$ cat src/rtl/ternary_mac_array.sv
// ROWS x COLS ternary-weight MAC array with double-buffered snapshot and byte readout.
// Optional: define TERNARY_MAC_ROUND_EN for round-half-up before the readout shift.
module ternary_mac_array #(
  parameter int ROWS  = 4,
  parameter int COLS  = 2,
  parameter int IN_W  = 8,
  parameter int ACC_W = 17,
  localparam int N     = ROWS * COLS,
  localparam int IDX_W = (N > 1) ? $clog2(N) : 1
) (
  input  logic                   clk,
  input  logic                   reset,
  input  logic                   in_valid,
  input  logic [2*ROWS-1:0]      in_weights,
  input  logic [COLS*IN_W-1:0]   in_acts,
  input  logic                   read_start,
  input  logic [3:0]             shift,
  input  logic                   relu,
  output logic [7:0]             out_data,
  output logic                   out_valid,
  input  logic                   out_ready,
  output logic                   out_last,
  output logic                   read_busy,
  output logic                   dbg_state,
  output logic [IDX_W-1:0]       dbg_idx
);

  // Handshake: an element transfers on a rising edge where out_valid && out_ready;
  // out_data/out_last are stable while out_valid is high and out_ready is low.

  typedef enum logic {IDLE, STREAM} state_e;

  state_e                    state_q, state_d;
  logic [IDX_W-1:0]          idx_q, idx_d;

  logic                      valid_q, start_q, relu_q, relu_l_q;
  logic [2*ROWS-1:0]         weights_q;
  logic [COLS*IN_W-1:0]      acts_q;
  logic [3:0]                shift_q, shift_l_q;

  logic signed [ACC_W-1:0]   acc_q   [N];
  logic signed [ACC_W-1:0]   acc_d   [N];
  logic signed [ACC_W-1:0]   queue_q [N];
  logic signed [ACC_W-1:0]   x_ext;
  logic [1:0]                w_sel;

  logic                      snapshot;
  logic signed [ACC_W-1:0]   q_sel;
  logic signed [ACC_W:0]     pp_v, pp_s;
  logic [7:0]                pp_sat;

  assign snapshot = start_q && (state_q == IDLE);

  always_comb begin
    x_ext = '0;
    w_sel = '0;
    for (int i = 0; i < N; i++) begin
      acc_d[i] = acc_q[i];
      w_sel    = weights_q[2*(i/COLS) +: 2];
      x_ext    = ACC_W'(signed'(acts_q[(i%COLS)*IN_W +: IN_W]));
      if (valid_q) begin
        if (w_sel == 2'b01) acc_d[i] = acc_q[i] + x_ext;
        else if (w_sel[1])  acc_d[i] = acc_q[i] - x_ext;
      end
    end
  end

  always_comb begin
    state_d = state_q;
    idx_d   = idx_q;
    unique case (state_q)
      IDLE: begin
        if (start_q) begin
          state_d = STREAM;
          idx_d   = '0;
        end
      end
      STREAM: begin
        if (out_ready) begin
          if (idx_q == IDX_W'(N - 1)) begin
            state_d = IDLE;
            idx_d   = '0;
          end else begin
            idx_d = idx_q + 1'b1;
          end
        end
      end
      default: begin
        state_d = IDLE;
        idx_d   = '0;
      end
    endcase
  end

  always_ff @(posedge clk) begin
    if (reset) begin
      state_q   <= IDLE;
      idx_q     <= '0;
      valid_q   <= 1'b0;
      start_q   <= 1'b0;
      weights_q <= '0;
      acts_q    <= '0;
      shift_q   <= '0;
      relu_q    <= 1'b0;
      shift_l_q <= '0;
      relu_l_q  <= 1'b0;
      for (int i = 0; i < N; i++) begin
        acc_q[i]   <= '0;
        queue_q[i] <= '0;
      end
    end else begin
      state_q   <= state_d;
      idx_q     <= idx_d;
      valid_q   <= in_valid;
      start_q   <= read_start;
      weights_q <= in_weights;
      acts_q    <= in_acts;
      shift_q   <= shift;
      relu_q    <= relu;
      if (snapshot) begin
        shift_l_q <= shift_q;
        relu_l_q  <= relu_q;
      end
      // The sample arriving alongside read_start lands in the snapshot, not the fresh accumulators.
      for (int i = 0; i < N; i++) begin
        if (snapshot) begin
          queue_q[i] <= acc_d[i];
          acc_q[i]   <= '0;
        end else begin
          acc_q[i] <= acc_d[i];
        end
      end
    end
  end

  always_comb begin
    q_sel = queue_q[idx_q];
    pp_v  = {q_sel[ACC_W-1], q_sel};
    if (relu_l_q && q_sel[ACC_W-1]) pp_v = '0;
`ifdef TERNARY_MAC_ROUND_EN
    if (shift_l_q != 4'd0) pp_v = pp_v + ((ACC_W+1)'(1) << (shift_l_q - 4'd1));
`else
`endif
    pp_s = pp_v >>> shift_l_q;
    if (pp_s > (ACC_W+1)'(127))       pp_sat = 8'h7f;
    else if (pp_s < (ACC_W+1)'(-128)) pp_sat = 8'h80;
    else                              pp_sat = pp_s[7:0];
  end

  assign out_valid = (state_q == STREAM);
  assign read_busy = (state_q == STREAM);
  assign out_last  = (state_q == STREAM) && (idx_q == IDX_W'(N - 1));
  assign out_data  = (state_q == STREAM) ? pp_sat : 8'h00;
  assign dbg_state = (state_q == STREAM);
  assign dbg_idx   = idx_q;

endmodule

$ cat config.mk
export PLATFORM = sky130hd
export DESIGN_NAME = ternary_mac_array
export DESIGN_NICKNAME = d
export VERILOG_FILES = /design/src/rtl/ternary_mac_array.sv
export SDC_FILE = /design/constraint.sdc
export NUM_CORES = 1
export LEC_CHECK = 0
export CAP_MARGIN = 0
export CORE_MARGIN = 8
export CORE_UTILIZATION = 58
export DETAILED_ROUTE_END_ITERATION = 10
export PLACE_DENSITY_LB_ADDON = 0.1
export RECOVER_POWER = 25
export SETUP_SLACK_MARGIN = 0.05
export SLEW_MARGIN = 20
export SYNTH_ARGS = -nofsm -noshare
export SYNTH_HDL_FRONTEND = slang
export SYNTH_SLANG_ARGS = --single-unit
$ cat constraint.sdc
create_clock -name clk -period 5.5 [get_ports clk]
set_input_delay 1.1 -clock clk [delete_from_list [all_inputs] [get_ports clk]]
set_output_delay 1.1 -clock clk [all_outputs]
set_load 0.02 [all_outputs]
==> impl_metrics.json, run 1 <==
{
  "dr_total_vias": 24800,
  "worstPathRequired_ns": 4.40,
  "critical_path.slowest_cell": "sky130_fd_sc_hd__clkdlybuf4s50_1",
  "worst_hold_path.endpoint": "shift_l_q[0]",
  "min_period_over_period_pct": 95.1,
  "via_per_inst": 6.69,
  "ys_warn_count": 0,
  "die_width_um": 231,
  "antenna_violations_before_repair": 6,
  "power_switching_share_pct": 33.0,
  "violated_checks": "capacitance limit, slew limit",
  "r2r-end": "queue_q[2][8]",
  "count_of_flip_flops_with_a_built_in_enable_after_synthesis": 272,
  "crit_chain": "buf_6 > mux4_1 > mux2_2 > mux4_2 > nand2_1 > or2b_1 > a21o_1 > o31ai_4 > o21ai_1 > clkdlybuf4s50_1",
  "cts_buffers": 39,
  "setup.worst_path.start_class": "flip-flop",
  "yosysSeqAreaShare_pct": 33.7,
  "leakage_nw": 11.8,
  "timing.reg2reg.worst_path_depth": 5,
  "ys.flop_type": "sky130_fd_sc_hd__edfxtp_1",
  "worst-setup-path-type": "flip-flop to primary output",
  "cts_tree": "done",
  "synth.lib_cells_used.distinct": 93,
  "max_clock_buf_depth": 3,
  "initialDrtViolationCount": 2908,
  "clock-skew-final_ns": 0.0192,
  "effective_utilization_at_floorplan_pct": 58.2,
  "final_common_cell": "sky130_fd_sc_hd__nor2_1",
  "final.setup.worst_slack_ns": 0.268,
  "layout-drive-gt1-share_pct": 6.94,
  "min_period_ns": 5.23,
  "most_frequent_cells_in_the_layout": "sky130_fd_sc_hd__nor2_1, sky130_fd_sc_hd__edfxtp_1, sky130_fd_sc_hd__ha_1, sky130_fd_sc_hd__a21oi_1, sky130_fd_sc_hd__inv_1",
  "timing.final.hold_violations": 0,
  "die_h_um": 231,
  "place.gp.congestion": 0.950,
  "power.internal_mw": 5.23,
  "setup_viol_count_final": 0,
  "grt_util_all_layers_pct": 32.4,
  "summed_instance_area_of_the_synthesized_netlist_um2": 26800,
  "async_reset_ff_share_pct": 0,
  "core_region_area_um2": 46100,
  "number_of_ports_placed_on_the_die_boundary": 49,
  "net_total_in_the_final_layout": 3381,
  "cts_setup_buffers": 0,
  "cts.sinks": 315,
  "final-seq-area_um2": 9040,
  "worst_r2r_startpoint": "dbg_state",
  "routed_wl_mm": 89.2,
  "crit_path_max_incr_delay_ns": 0.56,
  "clkLatencyLatePin_ns": 0.57,
  "ctsHtreeMaxLevel": 2,
  "maxSlewHeadroom_pct": -124,
  "hold_crit_path_type": "flip-flop to flip-flop",
  "unrepaired_setup_endpoints_after_global_routing": "false",
  "grt_overflow": 0,
  "ant_nets": 0,
  "firstDrtPassIters": 6,
  "grt_start_max_net_pins": 106,
  "cp_buf_inv_count": 2,
  "cts_root_buf": "sky130_fd_sc_hd__clkbuf_16",
  "setup_tns_ns": 0,
  "buffer_ports.inserted": 48,
  "number_of_max_cap_violations": 3,
  "critical_path_arrival_ns": 4.13,
  "timing.critical_path.to_type": "primary output",
  "place_ws_ns": 0.627,
  "route.detailed.wl_per_inst_um": 24.0,
  "reg2reg_setup_slack_ns": 0.67,
  "syn_inst": 2957,
  "timing.critical_path.fanout_max": 21,
  "power_per_cell_area_nw_per_um2": 262,
  "dpl.hpwl_mm": 64.2,
  "hold-path-cell-count": 2,
  "n_fill_cell": 3840,
  "die-area_um2": 53400,
  "hold_ws_ns": 0.440,
  "row_count": 79,
  "via_count_of_the_first_global_routing_pass": 23500,
  "critical_path.top_delay_family": "multiplexers",
  "post_synthesis_cell_type_with_the_largest_combined_area": "sky130_fd_sc_hd__edfxtp_1",
  "placement.cell_area_um2": 28400,
  "power.ir.vdd_worst_mv": 0.240,
  "first_pass_grt_wire_length_mm": 136,
  "timing_max_transition_violations_final": 210,
  "cts.clk_slew.worst_paths_ns": 0.06,
  "share_comb_of_total_power_pct": 27.8,
  "highest_clock_rate_mhz": 191,
  "worst_slew_pin_slew_ns": 3.36,
  "ys_top_cells_by_area": "sky130_fd_sc_hd__edfxtp_1, sky130_fd_sc_hd__ha_1, sky130_fd_sc_hd__nor2_1",
  "average_instance_area_after_synthesis_um2": 9.07,
  "min-delay-start": "shift_q[0]",
  "flop_pwr_share_pct": 37.5,
  "power_frac_clock_pct": 34.7,
  "area_growth_syn_to_layout_pct": 10.8,
  "run_status": "finished, violations left",
  "final_area_um2": 29700,
  "postLayoutCoreUtil_pct": 64.5,
  "drt_drc_violations_left": 0,
  "reported_net_switching_power_mw": 2.58,
  "multiInputGateArea_um2": 17000,
  "synth.ff_latch_count": 315,
  "synth_largest_type_area_fraction_pct": 30.5
}
synth_stat cells (10+ instances only):
master,instances
sky130_fd_sc_hd__a211oi_1,22
sky130_fd_sc_hd__mux4_1,10
sky130_fd_sc_hd__xnor2_1,50
sky130_fd_sc_hd__nor2b_1,70
sky130_fd_sc_hd__o21ai_0,122
sky130_fd_sc_hd__o22ai_1,36
sky130_fd_sc_hd__inv_1,158
sky130_fd_sc_hd__a21o_1,32
sky130_fd_sc_hd__o21a_1,28
sky130_fd_sc_hd__and3_1,21
sky130_fd_sc_hd__fa_1,16
sky130_fd_sc_hd__ha_1,258
sky130_fd_sc_hd__a2111oi_0,15
sky130_fd_sc_hd__o31ai_1,15
sky130_fd_sc_hd__a32oi_1,31
sky130_fd_sc_hd__o31a_1,16
sky130_fd_sc_hd__mux2i_1,27
sky130_fd_sc_hd__xor2_1,24
sky130_fd_sc_hd__nor3b_1,11
sky130_fd_sc_hd__a22oi_1,48
sky130_fd_sc_hd__o21bai_1,30
sky130_fd_sc_hd__o221ai_1,44
sky130_fd_sc_hd__o21ai_1,14
sky130_fd_sc_hd__a221oi_1,17
sky130_fd_sc_hd__nand4_1,11
sky130_fd_sc_hd__edfxtp_1,272
sky130_fd_sc_hd__dfxtp_1,43
sky130_fd_sc_hd__or3_1,28
sky130_fd_sc_hd__a31oi_1,28
sky130_fd_sc_hd__a221o_1,42
sky130_fd_sc_hd__mux2_2,18
sky130_fd_sc_hd__mux4_2,28
sky130_fd_sc_hd__o211ai_1,17
sky130_fd_sc_hd__nand3_1,46
sky130_fd_sc_hd__a21oi_1,217
sky130_fd_sc_hd__nor2_1,399
sky130_fd_sc_hd__or2_2,18
sky130_fd_sc_hd__and2_1,50
sky130_fd_sc_hd__o41ai_1,11
sky130_fd_sc_hd__nor3_1,91
sky130_fd_sc_hd__nand2b_1,45
sky130_fd_sc_hd__nand2_1,143
sky130_fd_sc_hd__clkbuf_1,149
sky130_fd_sc_hd__nor4_1,24
final cells by class:
type,instances,share of cell area (%)
repair buffers,111,3.27
well taps,607,2.55
multi-input cells,2443,57.3
flip-flops and latches,315,30.4
diodes,3,0.0253
clock buffers,44,3.38
inverters,163,2.07
clock inverters,24,1.00
through the flow:
| stage | total power, mW | cells |
|---|---|---|
| final | 7.80 | 3710 |
| after global routing | 8.11 | 3707 |
| after CTS | 7.77 | 3707 |
| after detailed placement | 5.07 | 3639 |
| after global placement | 5.01 | 3639 |
| after floorplan | 4.47 | 3092 |
routing by layer:
metal	GRT usage [%]	vias up	wire length, µm
met5	0	-	26
met4	17.6	4	5120
met3	6.50	243	9110
met2	48.7	1386	38400
met1	43.7	12000	36500
li1	-	11200	-
worst max-delay path by stage:
stage,depth (start not counted),slack (ns),startpoint,to
floorplan,12,0.71,acts_q[15],queue_q[7][16]
global placement,10,0.65,flip-flop,out_data[6]
detailed placement,10,0.63,flip-flop,out_data[3]
CTS,10,0.07,flip-flop,out_data[3]
global route,10,0.06,flip-flop,out_data[1]
finish,10,0.27,flip-flop,out_data[4]
registers in the layout (all words and copies together), names as in the netlist, named ones only:
register	flops
weights_q	8
acts_q	16
dbg_idx	3
valid_q	1
dbg_state	1
start_q	1
queue_q	136
relu_l_q	1
shift_q	4
relu_q	1
acc_q	136
shift_l_q	4
power by group through the flow:
stage	Clock, mW	Combinational [mW]	Sequential [mW]
2_1_floorplan	0	1.55	2.92
3_3_place_gp	0	2.05	2.96
3_5_place_dp	0	2.10	2.97
4_1_cts	2.73	2.11	2.92
5_1_grt	2.81	2.37	2.94
6_report	2.71	2.17	2.93
worst min-delay path, cell delays in order, from the launching register on:
cell	delay (ns)
sky130_fd_sc_hd__dfxtp_1	0.30
sky130_fd_sc_hd__nand2_1	0.05
sky130_fd_sc_hd__a21oi_1	0.05
cells by family (layout without fill, tap and decap cells):
logic type | count (synthesis) | in the layout | synth area share [%]
mux | 84 | 84 | 5.14
other cells | 1 | 139 | 0.0140
buf+inv | 334 | 342 | 4.87
simple gates | 981 | 981 | 17.4
xor+xnor | 74 | 74 | 2.42
flops | 315 | 315 | 33.7
fa+ha+maj | 274 | 274 | 13.2
compound gates | 894 | 894 | 23.2
timing repair:
item	in CTS	in global routing
resized for setup	1	4
setup endpoints to repair	7	7
hold buffers	0	0
Power figures use the tool's default switching activity.
==> inputs of run 2 (changes only) <==
GPL_ROUTABILITY_DRIVEN = 0   (was not set)
==> run 2 against run 1 <==
Net effect: the flow still finishes with violations (capacitance limit, slew limit); worst hold slack lost 0.0049 ns; register-to-register slack gained 0.22 ns; setup slack lost 0.049 ns; critical path depth shrank 6; core utilization is essentially flat; global-route usage shrank 0.88 points; combinational power is essentially flat; flip-flop and latch count is the same; design area is essentially flat; clock skew grew 0.0071 ns; sequential share of layout area is essentially flat.
==> impl_metrics.json, run 2 (same netlist as run 1, synthesis figures left out) <==
{
  "run_status": "finished, violations left",
  "violated_checks": "capacitance limit, slew limit",
  "setup.worst_path.start_class": "input pin",
  "clock-skew-final_ns": 0.0263,
  "cts_buffers": 39,
  "timing.critical_path.to_type": "flip-flop",
  "firstDrtPassIters": 8,
  "dp_cells": 3634,
  "core_region_area_um2": 46100,
  "multiInputGateArea_um2": 17000,
  "setup_viol_count_final": 0,
  "postCtsHoldBufs": 0,
  "final_common_cell": "sky130_fd_sc_hd__nor2_1",
  "cts.sinks": 315,
  "row_count": 79,
  "worst_slew_pin_slew_ns": 2.98,
  "timing.final.hold_violations": 0,
  "setup_tns_ns": 0,
  "power_mw": 7.84,
  "dr_total_vias": 24900,
  "ctsHtreeMaxLevel": 2,
  "grt_start_max_net_pins": 92,
  "antenna_violations_before_repair": 10,
  "most_frequent_cells_in_the_layout": "sky130_fd_sc_hd__nor2_1, sky130_fd_sc_hd__edfxtp_1, sky130_fd_sc_hd__ha_1, sky130_fd_sc_hd__a21oi_1, sky130_fd_sc_hd__inv_1",
  "cts.clk_slew.worst_paths_ns": 0.06,
  "timing.critical_path.fanout_max": 49,
  "die_h_um": 231,
  "critical_path_arrival_ns": 5.48,
  "final_cell_count_no_fill": 3710,
  "max_clock_buf_depth": 3,
  "die-area_um2": 53400,
  "first_pass_grt_wire_length_mm": 133,
  "highest_clock_rate_mhz": 189,
  "cts_root_buf": "sky130_fd_sc_hd__clkbuf_16",
  "net_total_in_the_final_layout": 3379,
  "n_fill_cell": 3875,
  "layout-drive-gt1-share_pct": 6.74,
  "hold_crit_path_type": "flip-flop to flip-flop",
  "min_period_over_period_pct": 96.0,
  "min_period_ns": 5.28,
  "reg_top3": "acc_q x136, queue_q x136, acts_q x16",
  "effective_utilization_at_floorplan_pct": 58.2,
  "grt_overflow": 0,
  "dpl.hpwl_mm": 62.5,
  "grt_util_all_layers_pct": 31.6,
  "worstPathRequired_ns": 5.70,
  "timing_max_transition_violations_final": 223,
  "power.ir.vdd_worst_mv": 0.221,
  "final-seq-area_um2": 9040,
  "clkLatencyLatePin_ns": 0.58,
  "die_width_um": 231,
  "via_count_of_the_first_global_routing_pass": 23400,
  "via_per_inst": 6.71,
  "route.detailed.wl_per_inst_um": 23.6,
  "drt_drc_violations_left": 0,
  "power_per_cell_area_nw_per_um2": 264,
  "leakage_nw": 11.8,
  "unrepaired_setup_endpoints_after_global_routing": "false",
  "number_of_max_cap_violations": 4,
  "number_of_ports_placed_on_the_die_boundary": 49,
  "cts_tree": "done",
  "postLayoutCoreUtil_pct": 64.6,
  "routed_wl_mm": 87.7,
  "area_growth_syn_to_layout_pct": 10.9,
  "buffer_ports.inserted": 48,
  "ant_nets": 0,
  "initialDrtViolationCount": 3127,
  "maxSlewHeadroom_pct": -98.5,
  "worst-setup-path-type": "input pin to flip-flop"
}
[run 2: cell types whose count changed in the layout (fill, tap and decap cells not counted), sizes merged]
cell / change
buf: -3
bufinv: +1
clkbuf: +4
clkdlybuf4s50: +1
clkinv: +4
clkinvlp: -1
diode: -1
dlygate4sd3: -1
inv: -4
[run 2: path summary, 6_finish.rpt]
path	from	end	slack, ns	cells past startpoint
hold / removal	shift_q[3]	shift_l_q[3]	0.44	2
setup reg to reg	dbg_state	acc_q[0][60]	0.89	7
setup / recovery	reset	queue_q[3][16]	0.22	4
hold reg to reg	shift_q[3]	shift_l_q[3]	0.44	2
[run 2: cell type report]
cell class	count	share of cell area [%]
well taps	607	2.55
multi-input cells	2443	57.2
inverters	163	2.08
flip-flops and latches	315	30.4
repair buffers	109	3.22
clock buffers	47	3.42
clock inverters	24	1.07
diodes	2	0.0168
[run 2: worst max-delay path, cell delays in order]
cell and delay, ns:
sky130_fd_sc_hd__clkbuf_1 1.27, sky130_fd_sc_hd__nand2b_1 1.56, sky130_fd_sc_hd__clkbuf_2 1.07, sky130_fd_sc_hd__nor2_1 0.38
[run 2: metal layers]
metal  vias to the layer above  track usage (%)  wire length (µm)
li1                      11200                -                 -
met1                     11900             42.0             34700
met2                      1513             48.4             38300
met3                       298             5.88              9540
met4                        10             17.1              5170
met5                         -                0                69
[run 2: repair_timing]
item	4_1_cts	5_1_grt
setup endpoints to repair	7	7
gates resized for setup	1	6
buffers inserted	0	3
[run 2: power by group]
group	switching (mW)	total, mW	leakage (nW)	internal, mW
clock	1.10	2.75	0.646	1.65
sequential	0.135	2.93	3.19	2.80
combinational	1.33	2.16	8.01	0.824
total	2.57	7.84	11.8	5.27
[run 2: stage by stage]
step	worst slack (ns)	area [µm²]	hold slack (ns)
after floorplan	0.715	27300	0.417
after global placement	0.574	28400	0.423
after detailed placement	0.535	28400	0.432
after CTS	0.0663	29700	0.438
after global routing	0.0510	29700	0.462
final	0.220	29700	0.435
